==> config.mk <==
export PLATFORM = sky130hd
export DESIGN_NAME = serial_add_sub
export DESIGN_NICKNAME = d
export VERILOG_FILES = /design/src/rtl/serial_add_sub.sv
export SDC_FILE = /design/constraint.sdc
export NUM_CORES = 1
export LEC_CHECK = 0
export CORE_ASPECT_RATIO = 1.25
export CORE_MARGIN = 2
export CORE_UTILIZATION = 24
export CTS_BUF_LIST = sky130_fd_sc_hd__clkbuf_16
export CTS_CLUSTER_SIZE = 10
export DETAILED_ROUTE_END_ITERATION = 16
export GPL_TIMING_DRIVEN = 0
export HOLD_SLACK_MARGIN = 0.08
export PLACE_DENSITY = 0.49
export SLEW_MARGIN = 20
export SYNTH_ARGS = -nofsm -noshare
export SYNTH_HDL_FRONTEND = slang
export SYNTH_SLANG_ARGS = --single-unit
==> constraint.sdc <==
create_clock -name clk_i -period 1.9 [get_ports clk_i]
set_input_delay 0.38 -clock clk_i [delete_from_list [all_inputs] [get_ports clk_i]]
set_output_delay 0.38 -clock clk_i [all_outputs]
set_load 0.02 [all_outputs]
==> src/rtl/serial_add_sub.sv <==
// serial_add_sub: bit-serial adder/subtractor, one bit per clock, LSB first.
// Operands are latched on start; the result and carry register update only on
// the completion edge and hold until the next completion.
// Optional feature: define OVERFLOW_FLAG_EN to add the signed-overflow output ovf_o.
module serial_add_sub #(
    parameter int WIDTH = 8
) (
    input  logic             clk_i,
    input  logic             rst_i,
    input  logic             start_i,
    input  logic [WIDTH-1:0] a_i,
    input  logic [WIDTH-1:0] b_i,
    input  logic             select_i,
    output logic             busy_o,
    output logic             done_o,
    output logic [WIDTH-1:0] result_o,
`ifdef OVERFLOW_FLAG_EN
    output logic             ovf_o,
`endif
    output logic             carry_o
);

    // Counter only needs to reach WIDTH-1; keep at least one bit for WIDTH=1.
    localparam int CW = (WIDTH > 1) ? $clog2(WIDTH) : 1;

    typedef enum logic [1:0] {
        S_IDLE,
        S_RUN,
        S_DONE
    } state_t;

    state_t           state_q;
    logic [WIDTH-1:0] a_q;       // operand A, shifted right one bit per cycle
    logic [WIDTH-1:0] b_q;       // operand B (already inverted for subtract), shifted likewise
    logic             sel_q;     // latched mode, decides carry vs. borrow polarity
    logic             c_q;       // running carry, preset to select so subtract gets its +1
    logic [WIDTH-1:0] sr_q;      // sum bits enter at the MSB end and walk down
    logic [CW-1:0]    cnt_q;
    logic             busy_q;
    logic             done_q;
    logic [WIDTH-1:0] result_q;
    logic             carry_q;
`ifdef OVERFLOW_FLAG_EN
    logic             ovf_q;
`endif

    logic             sum_bit;
    logic             cout;
    logic             last_bit;
    logic [WIDTH-1:0] a_d;
    logic [WIDTH-1:0] b_d;
    logic [WIDTH-1:0] sr_d;

    // One full-adder slice on the current LSBs plus the shifted next values.
    always_comb begin
        sum_bit  = a_q[0] ^ b_q[0] ^ c_q;
        cout     = (a_q[0] & b_q[0]) | (a_q[0] & c_q) | (b_q[0] & c_q);
        last_bit = (cnt_q == CW'(WIDTH - 1));
        a_d      = a_q >> 1;
        b_d      = b_q >> 1;
        sr_d     = (sr_q >> 1) | (WIDTH'(sum_bit) << (WIDTH - 1));
    end

    // Control FSM with registered outputs; reset overrides everything.
    always_ff @(posedge clk_i) begin
        if (rst_i) begin
            state_q  <= S_IDLE;
            a_q      <= '0;
            b_q      <= '0;
            sel_q    <= 1'b0;
            c_q      <= 1'b0;
            sr_q     <= '0;
            cnt_q    <= '0;
            busy_q   <= 1'b0;
            done_q   <= 1'b0;
            result_q <= '0;
            carry_q  <= 1'b0;
`ifdef OVERFLOW_FLAG_EN
            ovf_q    <= 1'b0;
`endif
        end else begin
            case (state_q)
                S_IDLE, S_DONE: begin
                    done_q <= 1'b0;
                    if (start_i) begin
                        // Subtract is A + ~B + 1: invert B now, the +1 is the carry preset.
                        a_q     <= a_i;
                        b_q     <= select_i ? ~b_i : b_i;
                        sel_q   <= select_i;
                        c_q     <= select_i;
                        sr_q    <= '0;
                        cnt_q   <= '0;
                        busy_q  <= 1'b1;
                        state_q <= S_RUN;
                    end else begin
                        state_q <= S_IDLE;
                    end
                end
                S_RUN: begin
                    a_q   <= a_d;
                    b_q   <= b_d;
                    c_q   <= cout;
                    sr_q  <= sr_d;
                    cnt_q <= cnt_q + CW'(1);
                    if (last_bit) begin
                        busy_q   <= 1'b0;
                        done_q   <= 1'b1;
                        result_q <= sr_d;
                        // Final carry of A+~B+1 is "no borrow", so flip it for subtract.
                        carry_q  <= sel_q ? ~cout : cout;
`ifdef OVERFLOW_FLAG_EN
                        // c_q is the carry into the MSB, cout the carry out of it.
                        ovf_q    <= c_q ^ cout;
`endif
                        state_q  <= S_DONE;
                    end
                end
                default: begin
                    busy_q  <= 1'b0;
                    done_q  <= 1'b0;
                    state_q <= S_IDLE;
                end
            endcase
        end
    end

    assign busy_o   = busy_q;
    assign done_o   = done_q;
    assign result_o = result_q;
    assign carry_o  = carry_q;
`ifdef OVERFLOW_FLAG_EN
    assign ovf_o    = ovf_q;
`endif

endmodule

==> results of run 1 <==
[cells in the final DEF, fill, tap and decap left out, drive strengths merged, types with 4 or more instances in the layout]
cell,instances
a21oi,26
a22o,9
a22oi,13
buf,13
clkbuf,9
clkdlybuf4s50,28
dfxtp,41
nand2,14
nand3,26
nor2,4
xor2,8
[metrics by stage]
stage	utilization (%)	hold slack, ps	instances	total power, mW
5_1_grt	32.7	475	305	2.22
4_1_cts	32.7	456	305	2.16
2_1_floorplan	-	442	179	1.10
3_5_place_dp	30.3	448	297	1.19
3_3_place_gp	30.3	443	297	1.19
6_report	32.7	453	305	2.12
[logic make-up after synthesis]
group,share of synthesized area (%)
buffers and inverters,7.98
AO/OA/AOI/OAI,20.5
adder cells (fa/ha/maj),2.61
XOR/XNOR,4.57
multiplexers,0.581
flip-flops,47.6
AND/OR/NAND/NOR,16.2
[per-layer routing]
layer  up-vias  GRT usage, %  part of all wire, %
met5         -             0                    0
met4         0          4.30                 0.90
met3         2          3.48                  4.5
met2        28          17.6                   49
met1       668          13.6                   45
li1        705             -                    -
[Yosys cell counts, drive strengths merged (2+ instances only)]
cell and number:
nand2b 3, nand2 14, dfxtp 41, xor2 8
a22oi 13, nor2 4, clkbuf 4, buf 13
nor2b 2, a22o 9, nor3 2, nand3 26
a21oi 26, ha 2, o21a 2
[state kept, by name, indices dropped and copies added (netlist names), 2 cells and up]
register and cells:
result_o 8, a_q 8, state_q 2, sr_q 7, b_q 8, cnt_q 3
[worst max-delay path by stage]
stage	start	endpoint	slack, ps	cells past startpoint
final	busy_o$_SDFFE_PP0P_	busy_o	280	1
after global routing	cnt_q[0]$_SDFFE_PP0P_	result_o[7]$_SDFFE_PP0P_	200	5
after CTS	busy_o$_SDFFE_PP0P_	busy_o	260	1
after detailed placement	start_i	sr_q[6]$_SDFFE_PP0P_	80	5
after global placement	start_i	cnt_q[2]$_SDFFE_PP0P_	100	5
after floorplan	cnt_q[0]$_SDFFE_PP0P_	result_o[7]$_SDFFE_PP0P_	690	5
[cell type report]
cell class	instances	share of cell area, %
buffer	17	5.86
clock buffer	5	5.48
clock inverter	3	1.81
inverter	1	0.164
multi-input combinational	120	33.5
sequential	41	35.9
tap	90	4.93
timing repair buffer	28	12.3
[report_power, final]
group | switching, mW | total [mW] | internal (mW)
combinational | 0.124 | 0.246 | 0.122
sequential | 0.0217 | 0.919 | 0.897
clock | 0.340 | 0.955 | 0.615
==> metrics.txt, run 1 <==
status finished clean; hold buffer count at cts 0; CTS tree built; Num CTS Buffers 5; nets@finish between 200 and 250; Syn. warnings 0; hold path start result_o[2]$_SDFFE_PP0P_; Seq cells post-synth 41; CP max FO 3; htree depth 2; share of cells above drive strength 1 between 10% and 20%; WP data required approximately 1500 ps; Mapped Cells about 180; Die Footprint 7880 µm²; PwrDens a little over 900 nW/µm²; r2r worst-path depth 5; crit-path leading delay family buffers and inverters; detailed-route DRC error count 0; setup ws final about 280 ps; area delta synth->final 32.4%; Lkg Pwr around 0.82 nW; RSZ-0062 raised after global routing no; Setup crit start kind register; sink of the worst hold path result_o[2]$_SDFFE_PP0P_; WP data arrival 1240 ps; CP max stage delay roughly 600 ps; Cell Rows 34; Hold Crit Class reg2reg; port bufs 28; die span in y a little under 100 µm; Vias 1,403; Buffers & Inverters on Critical Path 1; pre-CTS setup slack 79.4 ps; final-layout fill cell count 769; design area 2280 µm²; vias per inst roughly 4.6; WS Path Type reg2out; worst clock skew 2.76 ps; number of synthesized flops with an enable pin 0; Starting DRT DRC Count between 40 and 50; worst skew pair latency about 280 ps; post-synth cell types 30; chip width about 80 µm; ys async rst share 0%; Worst path slowest cell clkdlybuf4s50_1; cell taking the most area after synthesis dfxtp_1; Avg Cell Area, Syn around 9.6 µm²; FF+latch area 821 µm²; largest net degree at the start of global routing 14; worst hold stages 2; number of global-route vias before repair ~1.4k; crit-path cells clkdlybuf4s50_1; CTS root buffer clkbuf_16; Main synth FF type dfxtp_1; Final period util 85.1%; Crit. End Element output pin; I/O Pins 31; total grt overflow 0; initial core utilization about 25%; Cell Area, Synth between 1500 and 2000 µm²; Max-Cap Viols 0; final setup fails 0; Max Slew Vio Count 0; endpoints failing hold 0; post-synth top area share between 40% and 50%; Fmax achieved between 600 and 700 MHz; top post-synthesis cells by area dfxtp_1 48%, a21oi_1 7.5%, nand3_1 7.5%; Routed WL about 3900 µm; Final Critical Period about 1600 ps; Post-DP Area 2120 µm²; setup TNS 0 ps; first-pass GRT wire length around 6800 µm; Clock Path Buffers 2; antenna violations before repair 0; Antenna diodes 0; syn nets between 200 and 250; GPL Wtd Cong just over 0.7; max_slew headroom between 60% and 70%; core footprint approximately 7000 µm²; R2R Path Start cnt_q[0]$_SDFFE_PP0P_; Max VDD drop about 0.30 mV; R2R setup slack 410 ps; post-CTS setup buffers 0; TritonRoute pass-1 iters 4; Total GRT Usage between 10 and 15%; DP HPWL 2730 µm; Detail Route Antenna Nets 0; CTS resizes 0; mean routed wirelength per cell ~13 µm; area occupied by multi-input gates 766 µm²; register area share after synthesis 47.6%; Critical R2R Capture result_o[7]$_SDFFE_PP0P_; worst-margin pin slew roughly 560 ps; clk sink count between 40 and 50; clock-pin slew on the worst setup and hold paths roughly 60 ps
No activity file was read; power rests on OpenSTA's default activity.
==> inputs of run 2 (changes only) <==
- HOLD_SLACK_MARGIN: 0.08 -> unset
- clock period: 1.9 -> 1.7 ns (I/O delays scaled with it)
==> metrics.txt, run 2 (same netlist as run 1, synthesis figures left out) <==
antenna violations before repair 0 (unchanged); largest net degree at the start of global routing 14 (unchanged); Worst path slowest cell clkdlybuf4s50_1; DP HPWL 2730 µm (unchanged); TritonRoute pass-1 iters 4 (unchanged); GPL Wtd Cong 0.710 (unchanged); Cell Rows 34 (unchanged); mean routed wirelength per cell 12.8 µm (+1.0%); share of cells above drive strength 1 11.2% (+0.47 points); initial core utilization 24.7% (unchanged); Fmax achieved 633 MHz; first-pass GRT wire length 6770 µm (unchanged); chip width 79.8 µm (unchanged); CP max FO 3 (unchanged); Routed WL 3910 µm (+1.0%); Num CTS Buffers 5 (unchanged); port bufs 28 (unchanged); Detail Route Antenna Nets 0 (unchanged); detailed-route DRC error count 0 (unchanged); worst skew pair latency 280 ps (about the same); Setup crit start kind register; WP data arrival 1240 ps (about the same); Total GRT Usage 11.0% (unchanged); GRT Max-Usage Layer met2; clock-pin slew on the worst setup and hold paths 60 ps (about the same); worst-margin pin slew 549 ps (-10.1 ps); Crit. End Element output pin; Die Footprint 7880 µm² (unchanged); number of global-route vias before repair 1,393 (unchanged); final-layout fill cell count 770 (+0.13%); post-CTS setup buffers 0 (unchanged); commonest non-fill, non-tap cell in the layout dfxtp_1; Buffers & Inverters on Critical Path 1 (unchanged); most frequent cells in the layout 41 x dfxtp_1, 28 x clkdlybuf4s50_1, 26 x nand3_1, 26 x a21oi_1, 14 x nand2_1; Max VDD drop 0.345 mV (+15%); met3 usage 3.48% (unchanged); crit-path cells clkdlybuf4s50_1; PwrDens 1040 nW/µm² (+12%); GR Layer Usage met1 13.6% (unchanged); CP max stage delay 610 ps (about the same); setup ws final 121 ps (-163 ps); htree depth 2 (unchanged); status finished clean; total grt overflow 0 (unchanged); pre-CTS setup slack -80.6 ps (-160 ps); Max-Cap Viols 0 (unchanged); CTS tree built; Final period util between 90 and 100%; final setup fails 0 (unchanged); die span in y 98.8 µm (unchanged); I/O Pins 31 (unchanged); Lkg Pwr 0.827 nW (+0.42%); Vias 1,411 (+0.57%); endpoints failing hold 0 (unchanged); nets@finish 237 (unchanged); worst clock skew 3.89 ps (+1.13 ps); WS Path Type reg2out; clk sink count 41 (unchanged); vias per inst 4.63 (+0.57%); hold buffer count at cts 0 (unchanged); CTS root buffer clkbuf_16; Final Util 32.7% (about the same); WP data required 1360 ps (-160 ps); Starting DRT DRC Count 47 (unchanged); Final Critical Period 1580 ps; crit-path leading delay family buffers and inverters; met2 usage 17.6% (unchanged); area delta synth->final 32.5% (about the same); RSZ-0062 raised after global routing no; CTS resizes 0 (unchanged); Antenna diodes 0 (unchanged); core footprint 6980 µm² (unchanged); Max Slew Vio Count 0 (unchanged); max_slew headroom 63.4% (+0.67 points); Clock Path Buffers 2 (unchanged); Hold Crit Class in2reg
run 2: cell counts in the layout (fill, tap and decap cells not counted):
Identical to the previous run, type by type.
run 2: worst paths after layout:
path,start,slack (ps),endpoint,depth (start not counted)
worst max register to register,cnt_q[0]$_SDFFE_PP0P_,250,carry_o$_SDFFE_PP0P_,5
worst min-delay path,rst_i,440,cnt_q[1]$_SDFFE_PP0P_,3
worst max-delay path,busy_o$_SDFFE_PP0P_,120,busy_o,1
worst min register to register,result_o[2]$_SDFFE_PP0P_,450,result_o[2]$_SDFFE_PP0P_,2
run 2: layout make-up:
type	instances	area, µm²	area share [%]
plain buffers	17	135	5.91
repair buffers	28	280	12.3
flip-flops and latches	41	821	35.9
clock inverters	3	41.3	1.81
multi-input cells	120	766	33.5
clock buffers	5	125	5.48
well taps	90	113	4.93
inverters	1	3.75	0.164
run 2: stage by stage:
stage	hold WS [ps]	instance area (µm²)	setup TNS, ps	power, mW	std cells
floorplan	442	1720	0	1.23	179
global placement	443	2120	-636	1.33	297
detailed placement	448	2120	-945	1.33	297
CTS	443	2280	0	2.42	305
global route	463	2280	0	2.48	305
finish	441	2280	0	2.38	305
run 2: per-layer routing:
layer  vias to the layer above  part of all wire, %
li1                        704                    -
met1                       677                   47
met2                        26                   48
met3                         4                  3.7
met4                         0                  1.6
met5                         -                    0
run 2: report_power, final:
group          internal, mW  switching (mW)
Sequential             1.00          0.0241
Clock                 0.687           0.389
Combinational         0.137           0.138
==> patch: new RTL, flow settings as in run 2 <==
Encoding of `state_t`: now one-hot (3 bits for 3 states).
--- a/src/rtl/serial_add_sub.sv
+++ b/src/rtl/serial_add_sub.sv
@@ -23,10 +23,10 @@
     // Counter only needs to reach WIDTH-1; keep at least one bit for WIDTH=1.
     localparam int CW = (WIDTH > 1) ? $clog2(WIDTH) : 1;
 
-    typedef enum logic [1:0] {
-        S_IDLE,
-        S_RUN,
-        S_DONE
+    typedef enum logic [2:0] {
+        S_IDLE = 3'b001,
+        S_RUN  = 3'b010,
+        S_DONE = 3'b100
     } state_t;
 
     state_t           state_q;
Check against the original RTL: no difference found for any inputs over 10 cycles, from zero or initial values and one cycle with rst_i high; not proved beyond that.
==> patch against run 2 <==
  * Non-clock buffer count is 7 higher
  * Total power down 5.3%
  * Utilization grew 0.18 points
  * Design area rose by 12%
  * Synthesized area is 11% higher
  * Routed wire length up 7.1%
  * Clock power is 17% lower
  * First-iteration DRC count is 23% lower
  * Sequential cell count is 1 higher
  * Combinational power increased by 9.1%
  * Clock skew barely moved
  * Worst setup slack worse by 0.052 ns
  * Highest routed layer unchanged
==> patch: results <==
[synthesis]
yosys-top-cells-count = "dfxtp_1 (42), mux2i_1 (15), a21oi_1 (12)"
async_flop_share_pct = 0
yosysWarningCount = 0
yosysSeqAreaShare_pct = 43.8
synthTopCellsByArea = "dfxtp_1 (44%), mux2i_1 (7.8%), o221ai_2 (5.5%)"
yosysUniqueCellTypes = 42
ys.flop_type = "dfxtp_1"
syn_avg_cell_area_um2 = 10.9
syn_nets = 200

[pwr]
peakVddDrop_mv = 0.374
p_sw_share_pct = 23.8
total_leakage_power_nw = 0.962

[clock_network]
cts_made_buffers = 5
h-tree-depth = 2
clockBufferDepth = 2
clkTransAtPathRegs_ns = 0.06
cts_root_buffer = "clkbuf_16"
clk_latency_ns = 0.28

[placed_design]
placed_area_mm2 = 0.00233
dp_hpwl_mm = 2.88
port_buffers = 29
placed_cells = 301
place_ws_ns = -0.411
gp_congestion = 0.663

[timing]
relSlewSlack_pct = 70.5
finalClockSkew_ns = 0.00341

[worst_setup_path]
path_max_fanout = 10
cp.arrival_ns = 1.81
slowest_stage = "nor4bb_4"
cp_top_family = "buffers and inverters"
critical_path.max_stage_delay_ns = 0.37

[route]
dr.max_layer_used = "met4"
wl_met2_mm = 1.94
m1WireLength_mm = 2.00
drt_iter0_markers = 36
met3_length_um = 145
drt_first_pass_iters = 3
avgViaCountPerCell = 4.58
wirelength_mm = 4.19

[global_routing]
met2_usage_pct = 15.4
grtUsageTotal_pct = 10.0
met3_usage_pct = 2.30
grt_max_degree = 13
antenna_found_initial = 0
grt_pass1_wl_mm = 7.03
use_met1_pct = 12.8
grt_pass1_vias = 1492

[layout]
diodes = 0
nets = 245
layout.cells.non_filler = 318
drive_above_1_share_pct = 20.2
fillCellCount = 798

[status]
status = "finished clean"

[min_path]
min-delay-path-class = "primary input to flop"
==> patch: repair_timing <==
| action | in CTS | in global routing |
|---|---|---|
| resized for setup | 4 | 7 |
| setup endpoints to repair | 27 | 21 |
| buffers inserted | 3 | 5 |
| pin swaps | 2 | 2 |
| gates cloned | 0 | 1 |
==> patch: logic make-up after synthesis <==
| kind of cell | share of synthesized area (%) |
|---|---|
| flip-flops | 43.8 |
| XOR/XNOR | 5.01 |
| adder cells (fa/ha/maj) | 2.34 |
| AO/OA/AOI/OAI | 18.4 |
| buffers and inverters | 6.51 |
| AND/OR/NAND/NOR | 15.6 |
| multiplexers | 8.40 |
==> patch: final timing paths <==
check | start | endpoint | slack (ns) | cells past startpoint
max | state_q[1] | cnt_q[0] | 0.07 | 6
min reg2reg | b_q[4] | b_q[3] | 0.46 | 2
max reg2reg | state_q[1] | cnt_q[0] | 0.07 | 6
min | rst_i | carry_o | 0.41 | 2
==> patch: power groups by stage <==
stage / Combinational, mW / Clock [mW] / Sequential, mW
floorplan: 0.191 / 0 / 1.07
global placement: 0.286 / 0 / 1.08
detailed placement: 0.289 / 0 / 1.08
CTS: 0.295 / 0.936 / 1.06
global route: 0.328 / 0.967 / 1.06
finish: 0.300 / 0.898 / 1.05
==> patch: layout make-up <==
type / count / area (um^2) / area share, %
Buffer: 14 / 101 / 3.95
Clock buffer: 5 / 125 / 4.88
Clock inverter: 3 / 12.5 / 0.488
Inverter: 8 / 30.0 / 1.17
Multi-Input combinational cell: 113 / 981 / 38.2
Sequential cell: 42 / 841 / 32.8
Tap cell: 95 / 119 / 4.63
Timing Repair Buffer: 38 / 357 / 13.9
